## src/rtl/pulse_height_analyzer_if.sv

```systemverilog
// rtl/pulse_height_analyzer_if.sv - event readout handshake between analyzer and histogram logic
//
// Signals:
//   event_valid   master->slave  head event present
//   event_ready   slave->master  consumer accepts head event
//   event_amp     master->slave  signed peak amplitude
//   event_time    master->slave  timestamp of the peak sample
//   event_width   master->slave  cycles above threshold (saturating)
//   event_pileup  master->slave  width exceeded the pile-up limit
interface pulse_height_analyzer_if #(
    parameter int DATA_W  = 16,
    parameter int TS_W    = 32,
    parameter int WIDTH_W = 8
);
    logic                      event_valid;
    logic                      event_ready;
    logic signed [DATA_W-1:0]  event_amp;
    logic        [TS_W-1:0]    event_time;
    logic        [WIDTH_W-1:0] event_width;
    logic                      event_pileup;

    modport master (
        output event_valid,
        output event_amp,
        output event_time,
        output event_width,
        output event_pileup,
        input  event_ready
    );

    modport slave (
        input  event_valid,
        input  event_amp,
        input  event_time,
        input  event_width,
        input  event_pileup,
        output event_ready
    );
endinterface

```

## src/rtl/pulse_height_analyzer.sv

```systemverilog
// rtl/pulse_height_analyzer.sv - threshold pulse detector with peak/time/width capture and event FIFO
//
// Ports:
//   clk            in   clock, rising edge
//   reset          in   synchronous, active-low
//   i_filter_data  in   signed shaped sample, one per clock
//   i_threshold    in   signed trigger level, compared every cycle
//   m_evt          --   event readout handshake (master side)
//   o_drop_count   out  events lost to a full queue, saturating
module pulse_height_analyzer #(
    parameter int DATA_W     = 16,
    parameter int TS_W       = 32,
    parameter int WIDTH_W    = 8,
    parameter int MAX_WIDTH  = 64,
    parameter int HOLDOFF    = 16,
    parameter int FIFO_DEPTH = 4,
    parameter int DROP_W     = 16
) (
    input  logic                     clk,
    input  logic                     reset,
    input  logic signed [DATA_W-1:0] i_filter_data,
    input  logic signed [DATA_W-1:0] i_threshold,
    pulse_height_analyzer_if.master  m_evt,
    output logic        [DROP_W-1:0] o_drop_count
);
    localparam int          PTR_W        = $clog2(FIFO_DEPTH);
    localparam int          HOLD_W       = $clog2(HOLDOFF + 2);
    localparam int          ENTRY_W      = DATA_W + TS_W + WIDTH_W + 1;
    localparam logic [31:0] LP_MAX_WIDTH = MAX_WIDTH;

    typedef enum logic [1:0] {
        ST_IDLE,
        ST_ABOVE,
        ST_HOLD
    } state_t;

    state_t                    r_state;
    state_t                    w_state_nxt;
    logic        [TS_W-1:0]    r_ts;
    logic signed [DATA_W-1:0]  r_peak;
    logic signed [DATA_W-1:0]  w_peak_nxt;
    logic        [TS_W-1:0]    r_peak_ts;
    logic        [TS_W-1:0]    w_peak_ts_nxt;
    logic        [WIDTH_W-1:0] r_width;
    logic        [WIDTH_W-1:0] w_width_nxt;
    logic        [HOLD_W-1:0]  r_hold_cnt;
    logic        [HOLD_W-1:0]  w_hold_cnt_nxt;
    logic                      w_above;
    logic                      w_push;
    logic                      w_pileup;

    logic [ENTRY_W-1:0] r_mem [FIFO_DEPTH];
    logic [PTR_W:0]     r_wr_ptr;
    logic [PTR_W:0]     r_rd_ptr;
    logic [DROP_W-1:0]  r_drop_count;
    logic               w_empty;
    logic               w_full;
    logic               w_pop;
    logic               w_wr_en;
    logic               w_drop;
    logic [ENTRY_W-1:0] w_head;

    assign w_above  = i_filter_data > i_threshold;
    assign w_pileup = {{(32-WIDTH_W){1'b0}}, r_width} > LP_MAX_WIDTH;

    always_comb begin
        w_state_nxt    = r_state;
        w_peak_nxt     = r_peak;
        w_peak_ts_nxt  = r_peak_ts;
        w_width_nxt    = r_width;
        w_hold_cnt_nxt = r_hold_cnt;
        w_push         = 1'b0;
        case (r_state)
            ST_IDLE: begin
                if (w_above) begin
                    w_state_nxt   = ST_ABOVE;
                    w_peak_nxt    = i_filter_data;
                    w_peak_ts_nxt = r_ts;
                    w_width_nxt   = WIDTH_W'(1);
                end
            end
            ST_ABOVE: begin
                if (w_above) begin
                    if (r_width != '1) begin
                        w_width_nxt = r_width + WIDTH_W'(1);
                    end
                    // strict compare: a plateau keeps the timestamp of its first sample
                    if (i_filter_data > r_peak) begin
                        w_peak_nxt    = i_filter_data;
                        w_peak_ts_nxt = r_ts;
                    end
                end else begin
                    w_push = 1'b1;
                    if (HOLDOFF == 0) begin
                        w_state_nxt = ST_IDLE;
                    end else begin
                        w_state_nxt    = ST_HOLD;
                        w_hold_cnt_nxt = HOLD_W'(HOLDOFF - 1);
                    end
                end
            end
            ST_HOLD: begin
                if (r_hold_cnt == '0) begin
                    w_state_nxt = ST_IDLE;
                end else begin
                    w_hold_cnt_nxt = r_hold_cnt - HOLD_W'(1);
                end
            end
            default: w_state_nxt = ST_IDLE;
        endcase
    end

    always_ff @(posedge clk) begin
        if (!reset) begin
            r_state    <= ST_IDLE;
            r_ts       <= '0;
            r_peak     <= '0;
            r_peak_ts  <= '0;
            r_width    <= '0;
            r_hold_cnt <= '0;
        end else begin
            r_state    <= w_state_nxt;
            r_ts       <= r_ts + TS_W'(1);
            r_peak     <= w_peak_nxt;
            r_peak_ts  <= w_peak_ts_nxt;
            r_width    <= w_width_nxt;
            r_hold_cnt <= w_hold_cnt_nxt;
        end
    end

    // Event queue: pointers carry one wrap bit to tell full from empty.
    assign w_empty = r_wr_ptr == r_rd_ptr;
    assign w_full  = (r_wr_ptr[PTR_W] != r_rd_ptr[PTR_W]) &&
                     (r_wr_ptr[PTR_W-1:0] == r_rd_ptr[PTR_W-1:0]);
    assign w_pop   = !w_empty && m_evt.event_ready;
    // a pop on the same edge frees the slot the push needs
    assign w_wr_en = w_push && (!w_full || w_pop);
    assign w_drop  = w_push && w_full && !w_pop;

    always_ff @(posedge clk) begin
        if (!reset) begin
            r_wr_ptr     <= '0;
            r_rd_ptr     <= '0;
            r_drop_count <= '0;
        end else begin
            if (w_wr_en) begin
                r_wr_ptr <= r_wr_ptr + (PTR_W+1)'(1);
            end
            if (w_pop) begin
                r_rd_ptr <= r_rd_ptr + (PTR_W+1)'(1);
            end
            if (w_drop && (r_drop_count != '1)) begin
                r_drop_count <= r_drop_count + DROP_W'(1);
            end
        end
    end

    always_ff @(posedge clk) begin
        if (w_wr_en) begin
            r_mem[r_wr_ptr[PTR_W-1:0]] <= {r_peak, r_peak_ts, r_width, w_pileup};
        end
    end

    // Head is gated with empty so stale entries never reach the outputs.
    assign w_head             = w_empty ? '0 : r_mem[r_rd_ptr[PTR_W-1:0]];
    assign m_evt.event_valid  = !w_empty;
    assign m_evt.event_amp    = w_head[ENTRY_W-1 -: DATA_W];
    assign m_evt.event_time   = w_head[WIDTH_W+TS_W : WIDTH_W+1];
    assign m_evt.event_width  = w_head[WIDTH_W:1];
    assign m_evt.event_pileup = w_head[0];
    assign o_drop_count       = r_drop_count;
endmodule

```

## src/flat_wrapper.sv

```systemverilog
// flat-port wrapper written by rule: the top's interface ports become plain ports
module pulse_height_analyzer_flat 
#(
    parameter int DATA_W     = 16,
    parameter int TS_W       = 32,
    parameter int WIDTH_W    = 8,
    parameter int MAX_WIDTH  = 64,
    parameter int HOLDOFF    = 16,
    parameter int FIFO_DEPTH = 4,
    parameter int DROP_W     = 16
)
  (clk, reset, i_filter_data, i_threshold, o_drop_count, m_evt_event_valid, m_evt_event_amp, m_evt_event_time, m_evt_event_width, m_evt_event_pileup, m_evt_event_ready);
  pulse_height_analyzer_if #(.DATA_W(DATA_W), .TS_W(TS_W), .WIDTH_W(WIDTH_W)) m_evt_i ();
  input  logic clk;
  input  logic reset;
  input  logic signed [DATA_W-1:0] i_filter_data;
  input  logic signed [DATA_W-1:0] i_threshold;
  output logic        [DROP_W-1:0] o_drop_count;
  output wire logic [$bits(m_evt_i.event_valid)-1:0] m_evt_event_valid;
  output wire logic [$bits(m_evt_i.event_amp)-1:0] m_evt_event_amp;
  output wire logic [$bits(m_evt_i.event_time)-1:0] m_evt_event_time;
  output wire logic [$bits(m_evt_i.event_width)-1:0] m_evt_event_width;
  output wire logic [$bits(m_evt_i.event_pileup)-1:0] m_evt_event_pileup;
  input wire logic [$bits(m_evt_i.event_ready)-1:0] m_evt_event_ready;
  assign m_evt_event_valid = m_evt_i.event_valid;
  assign m_evt_event_amp = m_evt_i.event_amp;
  assign m_evt_event_time = m_evt_i.event_time;
  assign m_evt_event_width = m_evt_i.event_width;
  assign m_evt_event_pileup = m_evt_i.event_pileup;
  assign m_evt_i.event_ready = m_evt_event_ready;
  pulse_height_analyzer #(.DATA_W(DATA_W), .TS_W(TS_W), .WIDTH_W(WIDTH_W), .MAX_WIDTH(MAX_WIDTH), .HOLDOFF(HOLDOFF), .FIFO_DEPTH(FIFO_DEPTH), .DROP_W(DROP_W)) u_core (.clk(clk), .reset(reset), .i_filter_data(i_filter_data), .i_threshold(i_threshold), .m_evt(m_evt_i), .o_drop_count(o_drop_count));
endmodule
```

## config.mk

```make
export PLATFORM = sky130hd
export DESIGN_NAME = pulse_height_analyzer_flat
export DESIGN_NICKNAME = d
export VERILOG_FILES = /design/src/rtl/pulse_height_analyzer_if.sv /design/src/rtl/pulse_height_analyzer.sv /design/src/flat_wrapper.sv
export SDC_FILE = /design/constraint.sdc
export NUM_CORES = 1
export LEC_CHECK = 0
export ABC_CLOCK_PERIOD_IN_PS = 12500
export CAP_MARGIN = 25
export CORE_ASPECT_RATIO = 1.25
export CORE_MARGIN = 1.5
export CORE_UTILIZATION = 52
export CTS_CLUSTER_DIAMETER = 100
export DETAILED_ROUTE_END_ITERATION = 10
export GPL_ROUTABILITY_DRIVEN = 1
export PLACE_DENSITY = 0.84
export SLEW_MARGIN = 20
export SYNTH_ARGS = -nofsm -noshare
export SYNTH_HDL_FRONTEND = slang
export SYNTH_SLANG_ARGS = --single-unit
```

## constraint.sdc

```tcl
create_clock -name clk -period 12.5 [get_ports clk]
set_clock_uncertainty 0.15 [all_clocks]
set_input_delay 2.5 -clock clk [delete_from_list [all_inputs] [get_ports clk]]
set_output_delay 2.5 -clock clk [all_outputs]
set_load 0.02 [all_outputs]
```

==> out/qor.yml, run 1 <==
r2r_slack_ns: 9.00
rr_startpoint: "u_core.r_peak[13]$_SDFFE_PN0P_"
synth-main-ff-cell: "sky130_fd_sc_hd__edfxtp_1"
worst_hold_slack_ns: 0.340
fmaxAchievable_mhz: 161
worst_slew_margin_rel_pct: 30.6
gr-total-overflow: 0
critical-path-slowest-cell: "sky130_fd_sc_hd__buf_4"
postLayoutCoreUtil_pct: 62.0
power.internal_mw: 2.34
p_switching_mw: 1.02
pd_cells_mw_per_mm2: 184
ctsHtreeMaxLevel: 2
cts_hold_repair.buffers: 0
place_congestion: 0.831
yosys_warnings: 0
fin_setup_tns_ns: 0
postLayoutSetupSlackWorst_ns: 6.27
netlist_instances: 1182
final_net_count: 1354
hold-path-endpoint: "u_core.o_drop_count[6]$_SDFFE_PN0P_"
ys_top_cells_by_count: "sky130_fd_sc_hd__edfxtp_1 (228), sky130_fd_sc_hd__dfxtp_1 (119), sky130_fd_sc_hd__and2_1 (114)"
hp-class: "reg -> reg"
place_inst: 1632
cp_num_buf_inv: 3
postSynth.asyncResetShare_pct: 0
synth_top_area_share_pct: 43.7
track_usage_pct: 22.3
final_cell_area_sq_mm: 0.0182
outcome: "completed"
insertion_delay_ns: 0.52
place_worst_setup_slack_ns: 5.77
place.port_buffers: 108
worst_path_largest_cell_delay_ns: 0.66
drc_errors: 0
critical_path.top_delay_family: "buffers and inverters"
cell_repeated_most_along_the_worst_path: "sky130_fd_sc_hd__buf_4"
min_period_ns: 6.23
synth_top_area_cell: "sky130_fd_sc_hd__edfxtp_1"
max_slew.worst_pin.slew_ns: 1.04
vdd_drop_max_mv: 0.108
drt_iter0_drc: 772
fp-row-count: 70
cts_buffer_depth: 3
core_area_sq_mm: 0.0294
via_count_of_the_first_global_routing_pass: 10200
yosys.cell_types.count: 55
clock_tree.root_cell: "sky130_fd_sc_hd__clkbuf_16"
syn_std_cell_area_sq_mm: 0.0157
r2r.worst_path.cells: 10
tritoncts: "done"
worst-endpoint-arrival_ns: 6.22
max_cap_viol_count: 0
die-width_um: 158
initial_antenna_violation_count: 0
area_delta_synth_final_pct: 16.3
critPathCaptureType: "flip-flop"
cts_resized: 0
p_leak_nw: 6.24
floorplan.initialDensity_pct: 53.3
total_power_mw: 3.36
sequential_area_share_after_synthesis_pct: 58.8
cts-buffers-inserted: 35
yosysMostFrequentCell: "sky130_fd_sc_hd__edfxtp_1"
switching_share_pct: 30.4
rr_endpoint: "u_core.r_peak_ts[6]$_SDFFE_PN0P_"
maximum_number_of_pins_on_one_net_before_global_route_repair: 92
period_share_pct: 49.8
num_io_pins: 109
power.share.sequential_pct: 42.4
setup_repair_after_global_routing_missed_its_margin: "no"
holdCritStartpoint: "u_core.o_drop_count[6]$_SDFFE_PN0P_"
flip_flop_and_latch_count_after_synthesis: 347
layout.cells.non_filler: 1696
via_count: 10100
synth_fp_nets: 1263
route.detailed.wl_per_inst_um: 20.0
hold_violations: 0
drive_above_1_share_pct: 11.0
cp_cell_sequence: "clkdlybuf4s50_1 > ha_1 > a21o_1 > a2111oi_4 > nand3b_1 > o31a_2 > buf_4 > a21oi_1 > and2_2 > buf_4"
fp.dieH_um: 197
design.die.area_sq_mm: 0.0312
dp_hpwl_um: 20500
share_clk_of_total_power_pct: 29.8
ys_top_cells_by_area: "sky130_fd_sc_hd__edfxtp_1 (44%), sky130_fd_sc_hd__dfxtp_1 (15%), sky130_fd_sc_hd__mux4_2 (8.2%)"
drt-vias-per-instance: 5.95
antenna_left: 0
global_route_wire_length_before_repair_um: 54100
num_antenna_cells: 0
final-max-slew-violation-count: 0
synth_edf_count: 228
filler_cell_count: 2156
pwr-share-comb_pct: 27.8
synthesis.area_per_instance_sq_um: 13.3
routed_wirelength_um: 33900
cts_num_sinks: 347
setup-violations-final: 0
worstSetupPathType: "in -> reg"
dr.pass1.iters: 5
cts_setup_buffers: 0
critPathLaunchType: "input pin"
placed_cell_area_sq_mm: 0.0171
critical_path_required_ns: 12.49
whs_path_depth: 2
cp_max_fo: 58
cts.clk_slew.worst_paths_ns: 0.06
power groups by stage:
stage | logic [mW] | clock network (mW) | registers [mW]
3_3_place_gp | 0.913 | 0 | 1.44
5_1_grt | 1.01 | 1.06 | 1.44
6_report | 0.936 | 1.00 | 1.43
2_1_floorplan | 0.638 | 0 | 1.40
4_1_cts | 0.943 | 1.01 | 1.42
3_5_place_dp | 0.939 | 0 | 1.45
sequential cells by signal, summed over array words and instances (netlist names), named ones only:
| signal | flops |
|---|---|
| u_core.o_drop_count | 16 |
| u_core.r_hold_cnt | 5 |
| u_core.r_mem | 228 |
| u_core.r_peak | 16 |
| u_core.r_peak_ts | 32 |
| u_core.r_rd_ptr | 3 |
| u_core.r_state | 2 |
| u_core.r_ts | 32 |
| u_core.r_width | 8 |
| u_core.r_wr_ptr | 3 |
kinds of logic after synthesis:
logic type / share of synthesized area (%)
adder cells (fa/ha/maj): 3.67
XOR/XNOR: 2.01
buffers and inverters: 2.90
flip-flops: 58.8
multiplexers: 12.3
AND/OR/NAND/NOR: 13.9
AO/OA/AOI/OAI: 6.35
worst reg2reg max path: cells and delay by family (launching register included):
kind / cells / cell delay [ns]
compound gates: 1 / 0.31
fa+ha+maj: 1 / 0.36
buf+inv: 2 / 0.80
flops: 1 / 0.44
mux: 2 / 0.41
simple gates: 4 / 0.92
cell usage in the layout, fill, tap and decap left out, types with 8 or more instances in the layout:
cell type / count
sky130_fd_sc_hd__edfxtp_1: 228
sky130_fd_sc_hd__dfxtp_1: 117
sky130_fd_sc_hd__and2_1: 110
sky130_fd_sc_hd__clkdlybuf4s50_1: 107
sky130_fd_sc_hd__nand2_1: 100
sky130_fd_sc_hd__mux2i_1: 63
sky130_fd_sc_hd__mux4_2: 57
sky130_fd_sc_hd__nand4_1: 54
sky130_fd_sc_hd__a221o_1: 48
sky130_fd_sc_hd__inv_1: 46
sky130_fd_sc_hd__ha_1: 46
sky130_fd_sc_hd__nand3_1: 39
sky130_fd_sc_hd__clkbuf_16: 35
sky130_fd_sc_hd__xnor2_1: 26
sky130_fd_sc_hd__o21ai_0: 18
sky130_fd_sc_hd__and3_1: 15
sky130_fd_sc_hd__nor2_1: 14
sky130_fd_sc_hd__clkbuf_1: 14
sky130_fd_sc_hd__buf_4: 14
sky130_fd_sc_hd__nor2b_1: 12
sky130_fd_sc_hd__nand2b_1: 12
sky130_fd_sc_hd__a21oi_1: 10
sky130_fd_sc_hd__xor2_1: 10
sky130_fd_sc_hd__or3_1: 8
sky130_fd_sc_hd__a21boi_0: 8
worst max path at each step:
stage	start	end	cells after the start
6_report	i_filter_data[13]	u_core.r_mem[0][55]$_DFFE_PP_	10
5_1_grt	i_filter_data[13]	u_core.r_mem[1][5]$_DFFE_PP_	10
4_1_cts	i_filter_data[13]	u_core.r_mem[0][28]$_DFFE_PP_	10
3_5_place_dp	i_filter_data[13]	u_core.r_mem[0][38]$_DFFE_PP_	10
3_3_place_gp	i_threshold[13]	u_core.r_mem[3][35]$_DFFE_PP_	11
2_1_floorplan	i_threshold[13]	u_core.r_mem[3][0]$_DFFE_PP_	8
routing by layer:
metal  vias to the layer above  routed length, um  GRT usage [%]
met4                         0               1120           9.83
met2                       303              17800           39.6
met5                         -                  0              0
met1                      5081              13400           26.7
met3                        60               1590           3.31
li1                       4651                  -              -
area by class of cell:
class                      count  area, sq um  share of cell area, %
multi-input combinational    720         6030                   33.1
inverter                      46          173                  0.947
clock buffer                  53          977                   5.36
clock inverter                11          118                  0.645
sequential                   347         9230                   50.6
tap                          396          495                   2.72
timing repair buffer         123         1210                   6.63
Note: power is estimated with default switching activity, not from simulation.
==> run 2, diff against run 1 <==
--- a/config.mk
+++ b/config.mk
@@ -5,7 +5,7 @@
 export SDC_FILE = /design/constraint.sdc
 export NUM_CORES = 1
 export LEC_CHECK = 0
-export ABC_CLOCK_PERIOD_IN_PS = 12500
+export ABC_CLOCK_PERIOD_IN_PS = 6300
 export CAP_MARGIN = 25
 export CORE_ASPECT_RATIO = 1.25
 export CORE_MARGIN = 1.5
==> constraint.sdc (replaced) <==
create_clock -name clk -period 6.3 [get_ports clk]
set_clock_uncertainty 0.15 [all_clocks]
set_input_delay 1.26 -clock clk [delete_from_list [all_inputs] [get_ports clk]]
set_output_delay 1.26 -clock clk [all_outputs]
set_load 0.02 [all_outputs]
==> run 2 against run 1 <==
Worst hold slack gained 0.0021 ns; total power grew 98%; cell count is essentially flat; cell area grew 0.36%; wire length shrank 0.51%; highest routed layer unchanged.
==> out/qor.yml, run 2 (synthesis results as in run 1) <==
insertion_delay_ns: 0.51
ctsHtreeMaxLevel: 2
layout_commonest_cell: "sky130_fd_sc_hd__edfxtp_1"
dr.pass1.iters: 6
maximum_number_of_pins_on_one_net_before_global_route_repair: 92
fp-row-count: 70
drive_above_1_share_pct: 11.6
place_inst: 1635
worstSetupPathType: "in -> reg"
die-width_um: 158
max_slew.worst_pin.slew_ns: 0.902
global_route_wire_length_before_repair_um: 54000
area_delta_synth_final_pct: 16.7
final-max-slew-violation-count: 0
final_cell_area_sq_mm: 0.0183
via_count_of_the_first_global_routing_pass: 10400
place_congestion: 0.863
cts_resized: 0
floorplan.initialDensity_pct: 53.3
postLayoutCoreUtil_pct: 62.2
drc_errors: 0
vdd_drop_max_mv: 0.184
cp_cell_sequence: "clkdlybuf4s50_1 > inv_1 > ha_1 > a21o_1 > a2111oi_4 > nand3b_1 > o31a_2 > a21oi_1 > and2_2 > buf_12"
core_area_sq_mm: 0.0294
critical_path_required_ns: 6.34
drt_iter0_drc: 869
worst_slew_margin_rel_pct: 39.4
final_cell_mix: "sky130_fd_sc_hd__edfxtp_1 (228), sky130_fd_sc_hd__dfxtp_1 (117), sky130_fd_sc_hd__and2_1 (110)"
worst-endpoint-arrival_ns: 4.77
cts-buffers-inserted: 34
min_period_ns: 4.73
drt-vias-per-instance: 5.99
cts_buffer_depth: 3
pd_cells_mw_per_mm2: 364
tritoncts: "done"
num_antenna_cells: 0
fp.dieH_um: 197
postLayoutSetupSlackWorst_ns: 1.57
placed_cell_area_sq_mm: 0.0172
cts.clk_slew.worst_paths_ns: 0.06
setup-violations-final: 0
clock_tree.root_cell: "sky130_fd_sc_hd__clkbuf_16"
critPathLaunchType: "input pin"
place_worst_setup_slack_ns: 1.10
setup_repair_after_global_routing_missed_its_margin: "no"
gr-total-overflow: 0
largest_reg_flops: 228
final_net_count: 1357
fmaxAchievable_mhz: 211
place.port_buffers: 108
initial_antenna_violation_count: 0
period_share_pct: 75.1
worst_hold_slack_ns: 0.342
cts_hold_repair.buffers: 0
route.detailed.wl_per_inst_um: 19.9
cts_num_sinks: 347
design.die.area_sq_mm: 0.0312
critPathCaptureType: "flip-flop"
cts_setup_buffers: 0
hp-class: "reg -> reg"
layout.cells.non_filler: 1697
outcome: "completed"
num_io_pins: 109
dp_hpwl_um: 21200
worst_path_largest_cell_delay_ns: 0.66
p_leak_nw: 6.27
antenna_left: 0
routed_wirelength_um: 33700
via_count: 10200
max_cap_viol_count: 0
critical-path-slowest-cell: "sky130_fd_sc_hd__and2_2"
cp_max_fo: 38
hold_violations: 0
total_power_mw: 6.66
fin_setup_tns_ns: 0
track_usage_pct: 22.2
[run 2: cell type report]
class | instances | area [sq um]
clock inverters | 15 | 133
clock buffers | 46 | 957
multi-input cells | 720 | 6030
inverters | 46 | 173
repair buffers | 127 | 1280
well taps | 396 | 495
flip-flops and latches | 347 | 9240
fillers | 2190 | 11100
[run 2: path summary, 6_finish.rpt]
| check | from | end | slack (ns) | depth (start not counted) |
|---|---|---|---|---|
| worst max-delay path | i_threshold[13] | u_core.r_mem[0][46]$_DFFE_PP_ | 1.57 | 10 |
| worst min-delay path | u_core.r_ts[0]$_SDFF_PN0_ | u_core.r_ts[0]$_SDFF_PN0_ | 0.34 | 1 |
| worst max register to register | u_core.r_peak[14]$_SDFFE_PN0P_ | u_core.r_peak_ts[12]$_SDFFE_PN0P_ | 2.80 | 10 |
| worst min register to register | u_core.r_ts[0]$_SDFF_PN0_ | u_core.r_ts[0]$_SDFF_PN0_ | 0.34 | 1 |
[run 2: where the power goes]
group	switching [mW]	leakage [nW]	internal (mW)	total (mW)
clock network	0.826	0.536	1.15	1.98
registers	0.206	3.02	2.64	2.85
logic	0.992	2.72	0.846	1.84
[run 2: layer usage]
metal,global-route usage (%),vias to the layer above,wire length (um)
met2,38.9,361,17400
met1,26.4,5045,12900
met3,3.73,104,1910
met5,0,-,0
li1,-,4653,-
met4,10.6,0,1560
[run 2: worst max-delay path, delay by kind of cell]
| family | cells | cell delay [ns] |
|---|---|---|
| fa+ha+maj | 1 | 0.29 |
| buf+inv | 3 | 0.85 |
| simple gates | 2 | 0.82 |
| compound gates | 4 | 1.52 |
